--- src/rtl/exception_sequencer_pkg.sv ---
// Shared types and default constants for the exception sequencer.
package exception_sequencer_pkg;

    localparam int unsigned XLEN    = 16;
    localparam int unsigned NUM_EVT = 4;

    // Pending/grant bit positions, highest priority at bit 0
    localparam int unsigned EVT_SPART     = 0;
    localparam int unsigned EVT_ILL_PC    = 1;
    localparam int unsigned EVT_ILL_MEM   = 2;
    localparam int unsigned EVT_BAD_INSTR = 3;

    // Events that count as faults (everything except SPART receive)
    localparam logic [NUM_EVT-1:0] FAULT_MASK = 4'b1110;

    localparam logic [XLEN-1:0] SPART_VEC_DEF  = 16'h0030;
    localparam logic [XLEN-1:0] PC_VEC_DEF     = 16'h0000;
    localparam logic [XLEN-1:0] MEM_VEC_DEF    = 16'h0100;
    localparam logic [XLEN-1:0] INSTR_VEC_DEF  = 16'h0000;
    localparam logic [XLEN-1:0] DFAULT_VEC_DEF = 16'h0200;
    localparam int unsigned     DRAIN_MAX_DEF  = 8;

    // Event sources as seen in one cycle; bit layout matches EVT_* positions
    typedef struct packed {
        logic bad_instr;
        logic ill_mem;
        logic ill_pc;
        logic spart;
    } evt_t;

    typedef enum logic [2:0] {
        CAUSE_NONE      = 3'd0,
        CAUSE_SPART     = 3'd1,
        CAUSE_ILL_PC    = 3'd2,
        CAUSE_ILL_MEM   = 3'd3,
        CAUSE_BAD_INSTR = 3'd4,
        CAUSE_DFAULT    = 3'd5
    } cause_e;

    typedef enum logic [2:0] {
        ST_IDLE    = 3'd0,
        ST_DRAIN   = 3'd1,
        ST_VECTOR  = 3'd2,
        ST_HANDLER = 3'd3,
        ST_RETURN  = 3'd4
    } state_e;

endpackage

--- src/rtl/exception_sequencer_if.sv ---
// Event, drain and fetch-redirect signals between the core and the exception sequencer.
interface exception_sequencer_if;
    import exception_sequencer_pkg::*;

    logic            evt_spart;
    logic            evt_ill_pc;
    logic            evt_ill_mem;
    logic            evt_bad_instr;
    logic [XLEN-1:0] fault_pc;
    logic            pipe_empty;
    logic            eret;
    logic            redir_ack;

    logic            flush;
    logic            redir_vld;
    logic [XLEN-1:0] redir_pc;
    logic [XLEN-1:0] epc;
    logic [2:0]      cause;
    logic            kernel;
    logic            double_fault;

    // Core side: raises events, consumes redirects
    modport master (
        output evt_spart, evt_ill_pc, evt_ill_mem, evt_bad_instr,
        output fault_pc, pipe_empty, eret, redir_ack,
        input  flush, redir_vld, redir_pc, epc, cause, kernel, double_fault
    );

    // Sequencer side
    modport slave (
        input  evt_spart, evt_ill_pc, evt_ill_mem, evt_bad_instr,
        input  fault_pc, pipe_empty, eret, redir_ack,
        output flush, redir_vld, redir_pc, epc, cause, kernel, double_fault
    );

endinterface

--- src/rtl/exception_sequencer_exc_priority_enc.sv ---
// Fixed-priority pick among pending events: one-hot grant plus matching cause code.
module exc_priority_enc
    import exception_sequencer_pkg::*;
(
    input  logic [NUM_EVT-1:0] pending,
    output logic [NUM_EVT-1:0] grant,
    output cause_e             cause,
    output logic               any
);

    // SPART beats every fault; faults ordered pc, mem, instr
    always_comb begin
        grant = '0;
        cause = CAUSE_NONE;
        any   = |pending;
        if (pending[EVT_SPART]) begin
            grant[EVT_SPART] = 1'b1;
            cause            = CAUSE_SPART;
        end else if (pending[EVT_ILL_PC]) begin
            grant[EVT_ILL_PC] = 1'b1;
            cause             = CAUSE_ILL_PC;
        end else if (pending[EVT_ILL_MEM]) begin
            grant[EVT_ILL_MEM] = 1'b1;
            cause              = CAUSE_ILL_MEM;
        end else if (pending[EVT_BAD_INSTR]) begin
            grant[EVT_BAD_INSTR] = 1'b1;
            cause                = CAUSE_BAD_INSTR;
        end
    end

endmodule

--- src/rtl/exception_sequencer.sv ---
// Exception entry/exit sequencer: latches events, drains the pipe, redirects fetch, restores EPC on ERET.
module exception_sequencer
    import exception_sequencer_pkg::*;
#(
    parameter logic [XLEN-1:0] SPART_VEC  = SPART_VEC_DEF,
    parameter logic [XLEN-1:0] PC_VEC     = PC_VEC_DEF,
    parameter logic [XLEN-1:0] MEM_VEC    = MEM_VEC_DEF,
    parameter logic [XLEN-1:0] INSTR_VEC  = INSTR_VEC_DEF,
    parameter logic [XLEN-1:0] DFAULT_VEC = DFAULT_VEC_DEF,
    parameter int unsigned     DRAIN_MAX  = DRAIN_MAX_DEF
) (
    input  logic                clk,
    input  logic                rst_n,
    exception_sequencer_if.slave bus
);

    localparam int unsigned      CNT_W    = $clog2(DRAIN_MAX) + 1;
    localparam logic [CNT_W-1:0] CNT_LAST = CNT_W'(DRAIN_MAX - 1);

    state_e               state_q, state_d;
    logic [NUM_EVT-1:0]   pending_q, pending_d;
    logic [CNT_W-1:0]     cnt_q, cnt_d;
    logic [XLEN-1:0]      epc_q, epc_d;
    cause_e               cause_q, cause_d;
    logic                 kernel_q, kernel_d;
    logic                 dfault_q, dfault_d;
    logic                 flush_q, flush_d;
    logic                 redir_vld_q, redir_vld_d;
    logic [XLEN-1:0]      redir_pc_q, redir_pc_d;

    evt_t                 evt_in;
    logic [NUM_EVT-1:0]   new_evt;
    logic [NUM_EVT-1:0]   grant;
    cause_e               win_cause;
    logic                 pend_any;

    function automatic logic [XLEN-1:0] vector_of(input cause_e c);
        case (c)
            CAUSE_SPART:     vector_of = SPART_VEC;
            CAUSE_ILL_PC:    vector_of = PC_VEC;
            CAUSE_ILL_MEM:   vector_of = MEM_VEC;
            CAUSE_BAD_INSTR: vector_of = INSTR_VEC;
            CAUSE_DFAULT:    vector_of = DFAULT_VEC;
            default:         vector_of = '0;
        endcase
    endfunction

    // SPART receive is dropped (not queued) while privileged
    assign evt_in.spart     = bus.evt_spart & ~kernel_q;
    assign evt_in.ill_pc    = bus.evt_ill_pc;
    assign evt_in.ill_mem   = bus.evt_ill_mem;
    assign evt_in.bad_instr = bus.evt_bad_instr;
    assign new_evt          = evt_in;

    exc_priority_enc u_prio (
        .pending (pending_q),
        .grant   (grant),
        .cause   (win_cause),
        .any     (pend_any)
    );

    // Next-state and next-output computation
    always_comb begin
        state_d   = state_q;
        pending_d = pending_q | new_evt;
        cnt_d     = cnt_q;
        epc_d     = epc_q;
        cause_d   = cause_q;
        kernel_d  = kernel_q;
        dfault_d  = dfault_q;

        case (state_q)
            ST_IDLE: begin
                if (pend_any) begin
                    state_d   = ST_DRAIN;
                    pending_d = (pending_q & ~grant) | new_evt;
                    epc_d     = bus.fault_pc;
                    cause_d   = win_cause;
                    cnt_d     = '0;
                end else if (kernel_q && bus.eret) begin
                    // Out of reset the core runs privileged boot code; its ERET enters user mode
                    state_d = ST_RETURN;
                end
            end
            ST_DRAIN: begin
                cnt_d = cnt_q + CNT_W'(1);
                if (bus.pipe_empty || (cnt_q == CNT_LAST)) begin
                    state_d = ST_VECTOR;
                end
            end
            ST_VECTOR: begin
                if (bus.redir_ack) begin
                    kernel_d = 1'b1;
                    state_d  = ST_HANDLER;
                end
            end
            ST_HANDLER: begin
                if (bus.eret) begin
                    state_d = ST_RETURN;
                end else if (|(new_evt & FAULT_MASK)) begin
                    // Fresh fault inside the handler: consumed as a double fault, EPC preserved
                    state_d   = ST_DRAIN;
                    pending_d = pending_q | (new_evt & ~FAULT_MASK);
                    dfault_d  = 1'b1;
                    cause_d   = CAUSE_DFAULT;
                    cnt_d     = '0;
                end
            end
            ST_RETURN: begin
                if (bus.redir_ack) begin
                    kernel_d = 1'b0;
                    cause_d  = CAUSE_NONE;
                    state_d  = ST_IDLE;
                end
            end
            default: begin
                state_d = ST_IDLE;
            end
        endcase

        // Flush covers the IDLE cycle that commits to entry as well as every DRAIN cycle
        flush_d     = (state_d == ST_DRAIN) || ((state_d == ST_IDLE) && (|pending_d));
        redir_vld_d = (state_d == ST_VECTOR) || (state_d == ST_RETURN);
        redir_pc_d  = '0;
        if (state_d == ST_VECTOR) begin
            redir_pc_d = vector_of(cause_d);
        end else if (state_d == ST_RETURN) begin
            redir_pc_d = epc_d;
        end
    end

    // State and output registers
    always_ff @(posedge clk or negedge rst_n) begin
        if (!rst_n) begin
            state_q     <= ST_IDLE;
            pending_q   <= '0;
            cnt_q       <= '0;
            epc_q       <= '0;
            cause_q     <= CAUSE_NONE;
            kernel_q    <= 1'b1;
            dfault_q    <= 1'b0;
            flush_q     <= 1'b0;
            redir_vld_q <= 1'b0;
            redir_pc_q  <= '0;
        end else begin
            state_q     <= state_d;
            pending_q   <= pending_d;
            cnt_q       <= cnt_d;
            epc_q       <= epc_d;
            cause_q     <= cause_d;
            kernel_q    <= kernel_d;
            dfault_q    <= dfault_d;
            flush_q     <= flush_d;
            redir_vld_q <= redir_vld_d;
            redir_pc_q  <= redir_pc_d;
        end
    end

    assign bus.flush        = flush_q;
    assign bus.redir_vld    = redir_vld_q;
    assign bus.redir_pc     = redir_pc_q;
    assign bus.epc          = epc_q;
    assign bus.cause        = cause_q;
    assign bus.kernel       = kernel_q;
    assign bus.double_fault = dfault_q;

endmodule

--- src/flat_wrapper.sv ---
// flat-port wrapper written by rule: the top's interface ports become plain ports
module exception_sequencer_flat import exception_sequencer_pkg::*;
#(
    parameter logic [XLEN-1:0] SPART_VEC  = SPART_VEC_DEF,
    parameter logic [XLEN-1:0] PC_VEC     = PC_VEC_DEF,
    parameter logic [XLEN-1:0] MEM_VEC    = MEM_VEC_DEF,
    parameter logic [XLEN-1:0] INSTR_VEC  = INSTR_VEC_DEF,
    parameter logic [XLEN-1:0] DFAULT_VEC = DFAULT_VEC_DEF,
    parameter int unsigned     DRAIN_MAX  = DRAIN_MAX_DEF
)
  (clk, rst_n, bus_evt_spart, bus_evt_ill_pc, bus_evt_ill_mem, bus_evt_bad_instr, bus_fault_pc, bus_pipe_empty, bus_eret, bus_redir_ack, bus_flush, bus_redir_vld, bus_redir_pc, bus_epc, bus_cause, bus_kernel, bus_double_fault);
  exception_sequencer_if bus_i ();
  input  logic clk;
  input  logic rst_n;
  input wire logic [$bits(bus_i.evt_spart)-1:0] bus_evt_spart;
  input wire logic [$bits(bus_i.evt_ill_pc)-1:0] bus_evt_ill_pc;
  input wire logic [$bits(bus_i.evt_ill_mem)-1:0] bus_evt_ill_mem;
  input wire logic [$bits(bus_i.evt_bad_instr)-1:0] bus_evt_bad_instr;
  input wire logic [$bits(bus_i.fault_pc)-1:0] bus_fault_pc;
  input wire logic [$bits(bus_i.pipe_empty)-1:0] bus_pipe_empty;
  input wire logic [$bits(bus_i.eret)-1:0] bus_eret;
  input wire logic [$bits(bus_i.redir_ack)-1:0] bus_redir_ack;
  output wire logic [$bits(bus_i.flush)-1:0] bus_flush;
  output wire logic [$bits(bus_i.redir_vld)-1:0] bus_redir_vld;
  output wire logic [$bits(bus_i.redir_pc)-1:0] bus_redir_pc;
  output wire logic [$bits(bus_i.epc)-1:0] bus_epc;
  output wire logic [$bits(bus_i.cause)-1:0] bus_cause;
  output wire logic [$bits(bus_i.kernel)-1:0] bus_kernel;
  output wire logic [$bits(bus_i.double_fault)-1:0] bus_double_fault;
  assign bus_i.evt_spart = bus_evt_spart;
  assign bus_i.evt_ill_pc = bus_evt_ill_pc;
  assign bus_i.evt_ill_mem = bus_evt_ill_mem;
  assign bus_i.evt_bad_instr = bus_evt_bad_instr;
  assign bus_i.fault_pc = bus_fault_pc;
  assign bus_i.pipe_empty = bus_pipe_empty;
  assign bus_i.eret = bus_eret;
  assign bus_i.redir_ack = bus_redir_ack;
  assign bus_flush = bus_i.flush;
  assign bus_redir_vld = bus_i.redir_vld;
  assign bus_redir_pc = bus_i.redir_pc;
  assign bus_epc = bus_i.epc;
  assign bus_cause = bus_i.cause;
  assign bus_kernel = bus_i.kernel;
  assign bus_double_fault = bus_i.double_fault;
  exception_sequencer #(.SPART_VEC(SPART_VEC), .PC_VEC(PC_VEC), .MEM_VEC(MEM_VEC), .INSTR_VEC(INSTR_VEC), .DFAULT_VEC(DFAULT_VEC), .DRAIN_MAX(DRAIN_MAX)) u_core (.clk(clk), .rst_n(rst_n), .bus(bus_i));
endmodule
--- config.mk ---
export PLATFORM = sky130hd
export DESIGN_NAME = exception_sequencer_flat
export DESIGN_NICKNAME = d
export VERILOG_FILES = /design/src/rtl/exception_sequencer_pkg.sv /design/src/rtl/exception_sequencer_if.sv /design/src/rtl/exception_sequencer_exc_priority_enc.sv /design/src/rtl/exception_sequencer.sv /design/src/flat_wrapper.sv
export SDC_FILE = /design/constraint.sdc
export NUM_CORES = 1
export LEC_CHECK = 0
export CORE_UTILIZATION = 35
export DETAILED_ROUTE_END_ITERATION = 8
export HOLD_SLACK_MARGIN = 0.05
export PLACE_DENSITY_LB_ADDON = 0.15
export SKIP_LAST_GASP = 1
export SLEW_MARGIN = 20
export SYNTH_ARGS = -nofsm -noshare
export SYNTH_HDL_FRONTEND = slang
export SYNTH_SLANG_ARGS = --single-unit
--- constraint.sdc ---
create_clock -name clk -period 1.92 [get_ports clk]
set_input_delay 0.384 -clock clk [delete_from_list [all_inputs] [get_ports clk]]
set_output_delay 0.384 -clock clk [all_outputs]
set_load 0.02 [all_outputs]
==> results by group <==
Logic synthesis
  • Synth Instances: 167
  • Yosys Warn Count: 0
  • Seq cells post-synth: 50
  • Number of flops mapped to enable cells by yosys: 0
  • Dominant cells by area after synthesis: dfrtp_1 (60%), mux2_2 (8.8%), nor2b_1 (4.3%)
  • Sequential area share after synthesis: 60.93%
  • Synth top area share: 59.65%
  • Top cell type by total area after synthesis: dfrtp_1
  • Mapped Area: 0.002056 mm²
  • Mean Syn Cell Area: 12.31 µm²
  • Syn_nets: 193
  • Top FF cell, synth: dfrtp_1
  • Synth cell types: 41
  • Ys async rst share: 100.0%

Pwr
  • Peak VDD IR: 0.0008634 V
  • Total power: 5.021 mW
  • Seq pwr share: 33.2%
  • Pwr dens: 1619 mW/mm²
  • Leak Pwr: 1.343 nW
  • Clock share of power: 14.2%
  • Combinational Power Share: 52.6%
  • Sw Ratio: 36.23%
  • Cell-internal power: 3.202 mW
  • Net Switching: 1.819 mW

Worst setup path
  • CP Max Fanout: 4
  • Setup crit start kind: flop
  • Crit. End Element: flop
  • Beginning of the critical path: u_core.pending_q[0]
  • Critical setup path kind: flop to flop
  • Slowest library cell on the worst path: or4_4
  • CP top delay family: compound AO/OA/AOI/OAI gates
  • Critical path's largest stage delay: 570 ps
  • Ordered cell list for the critical path: or4_4 > o211ai_1 > a221o_1 > nand3_2 > o2bb2ai_2
  • Buf+Inv Stages, Crit Path: 0
  • Worst Path Required: 2140 ps
  • RR Startpoint: u_core.pending_q[0]
  • Crit path arrival time: 2160 ps

Min path
  • Hold path start: u_core.cnt_q[3]
  • HP Class: flop to flop

Placed design
  • Place WS: -215.1 ps
  • Placed insts: 319
  • Final RePlAce weighted congestion: 0.7992
  • Detailed Place HPWL: 3383 µm
  • Port bufs: 63

Clocking
  • Root buffer cell: clkbuf_8
  • CTS Buffer Depth: 2
  • Clk sink count: 50
  • H-tree lvl count: 2
  • CTS tree: yes
  • Clock slew at reported path FFs: 80 ps
  • CTS buffer count: 5
  • Clk_lat worst skew: 290 ps

GRT
  • Vias in the first global route: 1609
  • First-pass GRT wire length: 7776 µm
  • Final global-route overflow total: 0
  • Initial antenna violation count: 0
  • Gr usage total: 16.70%
  • Largest net degree at the start of global routing: 32

Cells and area
  • Ant. Diodes: 0
  • Multi-input logic area: 782.0 µm²
  • Most frequent cells in the layout: clkdlybuf4s50_1 (61), dfrtp_1 (48), buf_4 (22), mux2_2 (16), nor2b_1 (14)
  • Fin util: 55.65%
  • Commonest non-fill, non-tap cell in the layout: clkdlybuf4s50_1
  • Share of cells above drive strength 1: 23.26%
  • Number of fill cells: 517
  • Syn-to-layout area delta: 50.88%
  • Flip-flop and latch area: 0.001254 mm²
  • Non-Filler Instances: 330
  • Nets: 283

Detailed routing
  • Final wirelength: 4674 µm
  • WL per Instance: 14.16 µm
  • Via/cell ratio: 4.791
  • Vias: 1581
  • DR DRC count: 0
  • Number of detailed-route iterations in the first pass: 4
  • Post-DRT Antenna Nets: 0
  • First DRT Iteration DRCs: 44

Floorplan
  • # IOs: 64
  • Core Region: 0.005574 mm²
  • Die ar.: 0.006184 mm²
  • Die Y-Extent: 78.64 µm
  • FP Rows: 27
  • Initial Utilization: 36.88%
  • Die width: 78.64 µm

Outcome
  • Outcome: finished with violations
  • Failing checks: negative setup slack

Timing
  • Fmax: 514.4 MHz
  • Final Hold Viols: 0
  • Period minus WS final: 1944 ps
  • Slew Limit Fails: 0
  • Final period util: 101.2%
  • Worst-margin pin slew: 473.9 ps
  • Setup TNS: -23.96 ps
  • Slew HR: 68.41%
  • Endpoints failing setup: 1
  • RSZ-0062 raised after global routing: yes
  • Skew final: 7.956 ps
  • Final WS setup: -23.96 ps

Flow run
  • Max-cap violations: 0
## per-layer routing
| metal | vias up | part of all wire, % | GRT usage (%) |
|---|---|---|---|
| met2 | 41 | 49 | 27.83 |
| met3 | 4 | 6.0 | 5.000 |
| met4 | 0 | 0.88 | 5.000 |
| met1 | 767 | 44 | 20.76 |
| li1 | 769 | - | - |
| met5 | - | 0 | 0 |
## state kept, by name, summed over array words and instances, names as in the netlist
| signal | count |
|---|---|
| u_core.bus.double_fault | 1 |
| u_core.state_q | 3 |
| u_core.bus.redir_vld | 1 |
| u_core.bus.epc | 16 |
| u_core.bus.cause | 3 |
| u_core.bus.flush | 1 |
| u_core.cnt_q | 4 |
| u_core.pending_q | 4 |
| u_core.bus.kernel | 1 |
| u_core.bus.redir_pc | 16 |
## cell families (layout without fill, tap and decap cells)
logic type      after synthesis  after routing  share of synthesized area, %
compound gates               33             33                         11.81
fa+ha+maj                     1              1                        0.6085
flops                        50             50                         60.93
mux                          16             16                         8.764
buf+inv                      12            103                         2.495
simple gates                 55             55                         15.40
## synth_stat cells (all sizes together) (2+ instances only)
| cell type | n |
|---|---|
| or4 | 2 |
| or2 | 2 |
| a211oi | 2 |
| o21ai | 7 |
| o2bb2ai | 3 |
| nand3 | 3 |
| nand2 | 9 |
| a22o | 2 |
| buf | 4 |
| o31ai | 3 |
| nor2 | 9 |
| inv | 7 |
| dfrtp | 49 |
| nor2b | 14 |
| nor3 | 4 |
| mux2 | 16 |
| a21oi | 4 |
| nand2b | 8 |
## per-stage QoR
stage / area, µm² / hold slack [ps]
3_3_place_gp: 2937 / 362.1
2_1_floorplan: 2056 / 88.41
3_5_place_dp: 2937 / 371.2
5_1_grt: 3102 / 533.1
6_report: 3102 / 486.4
4_1_cts: 3053 / 489.5
## area by class of cell
cell class	instances	share of cell area, %
Multi-Input combinational cell	105	25.21
Clock buffer	7	2.461
Inverter	7	0.8471
Sequential cell	50	40.42
Timing Repair Buffer	88	27.19
Tap cell	72	2.904
Clock inverter	1	0.9681
## final timing paths
check | endpoint | slack, ps | cells past startpoint
worst max-delay path | u_core.bus.redir_pc[5] | -20 | 5
worst min-delay path | u_core.cnt_q[3] | 490 | 1
worst max register to register | u_core.bus.redir_pc[5] | -20 | 5
worst min register to register | u_core.cnt_q[3] | 490 | 1
max in group asynchronous | u_core.state_q[0] | 810 | 3
min in group asynchronous | u_core.bus.redir_pc[11] | 570 | 2
## power groups by stage
stage / registers, mW / logic [mW] / clock network (mW)
6_report: 1.67 / 2.64 / 0.712
5_1_grt: 1.73 / 2.83 / 0.793
4_1_cts: 1.67 / 2.57 / 0.741
3_5_place_dp: 1.68 / 2.55 / 0
3_3_place_gp: 1.68 / 2.54 / 0
2_1_floorplan: 2.05 / 0.988 / 0
## repair_timing
| action | in CTS | in global routing |
|---|---|---|
| endpoints found under the hold margin | 14 | 0 |
| buffers inserted | 0 | 2 |
| setup endpoints to repair | 1 | 16 |
| hold buffers | 1 | 0 |
| pin swaps | 0 | 4 |
| gates resized for setup | 0 | 8 |
Note: power is estimated with default switching activity, not from simulation.
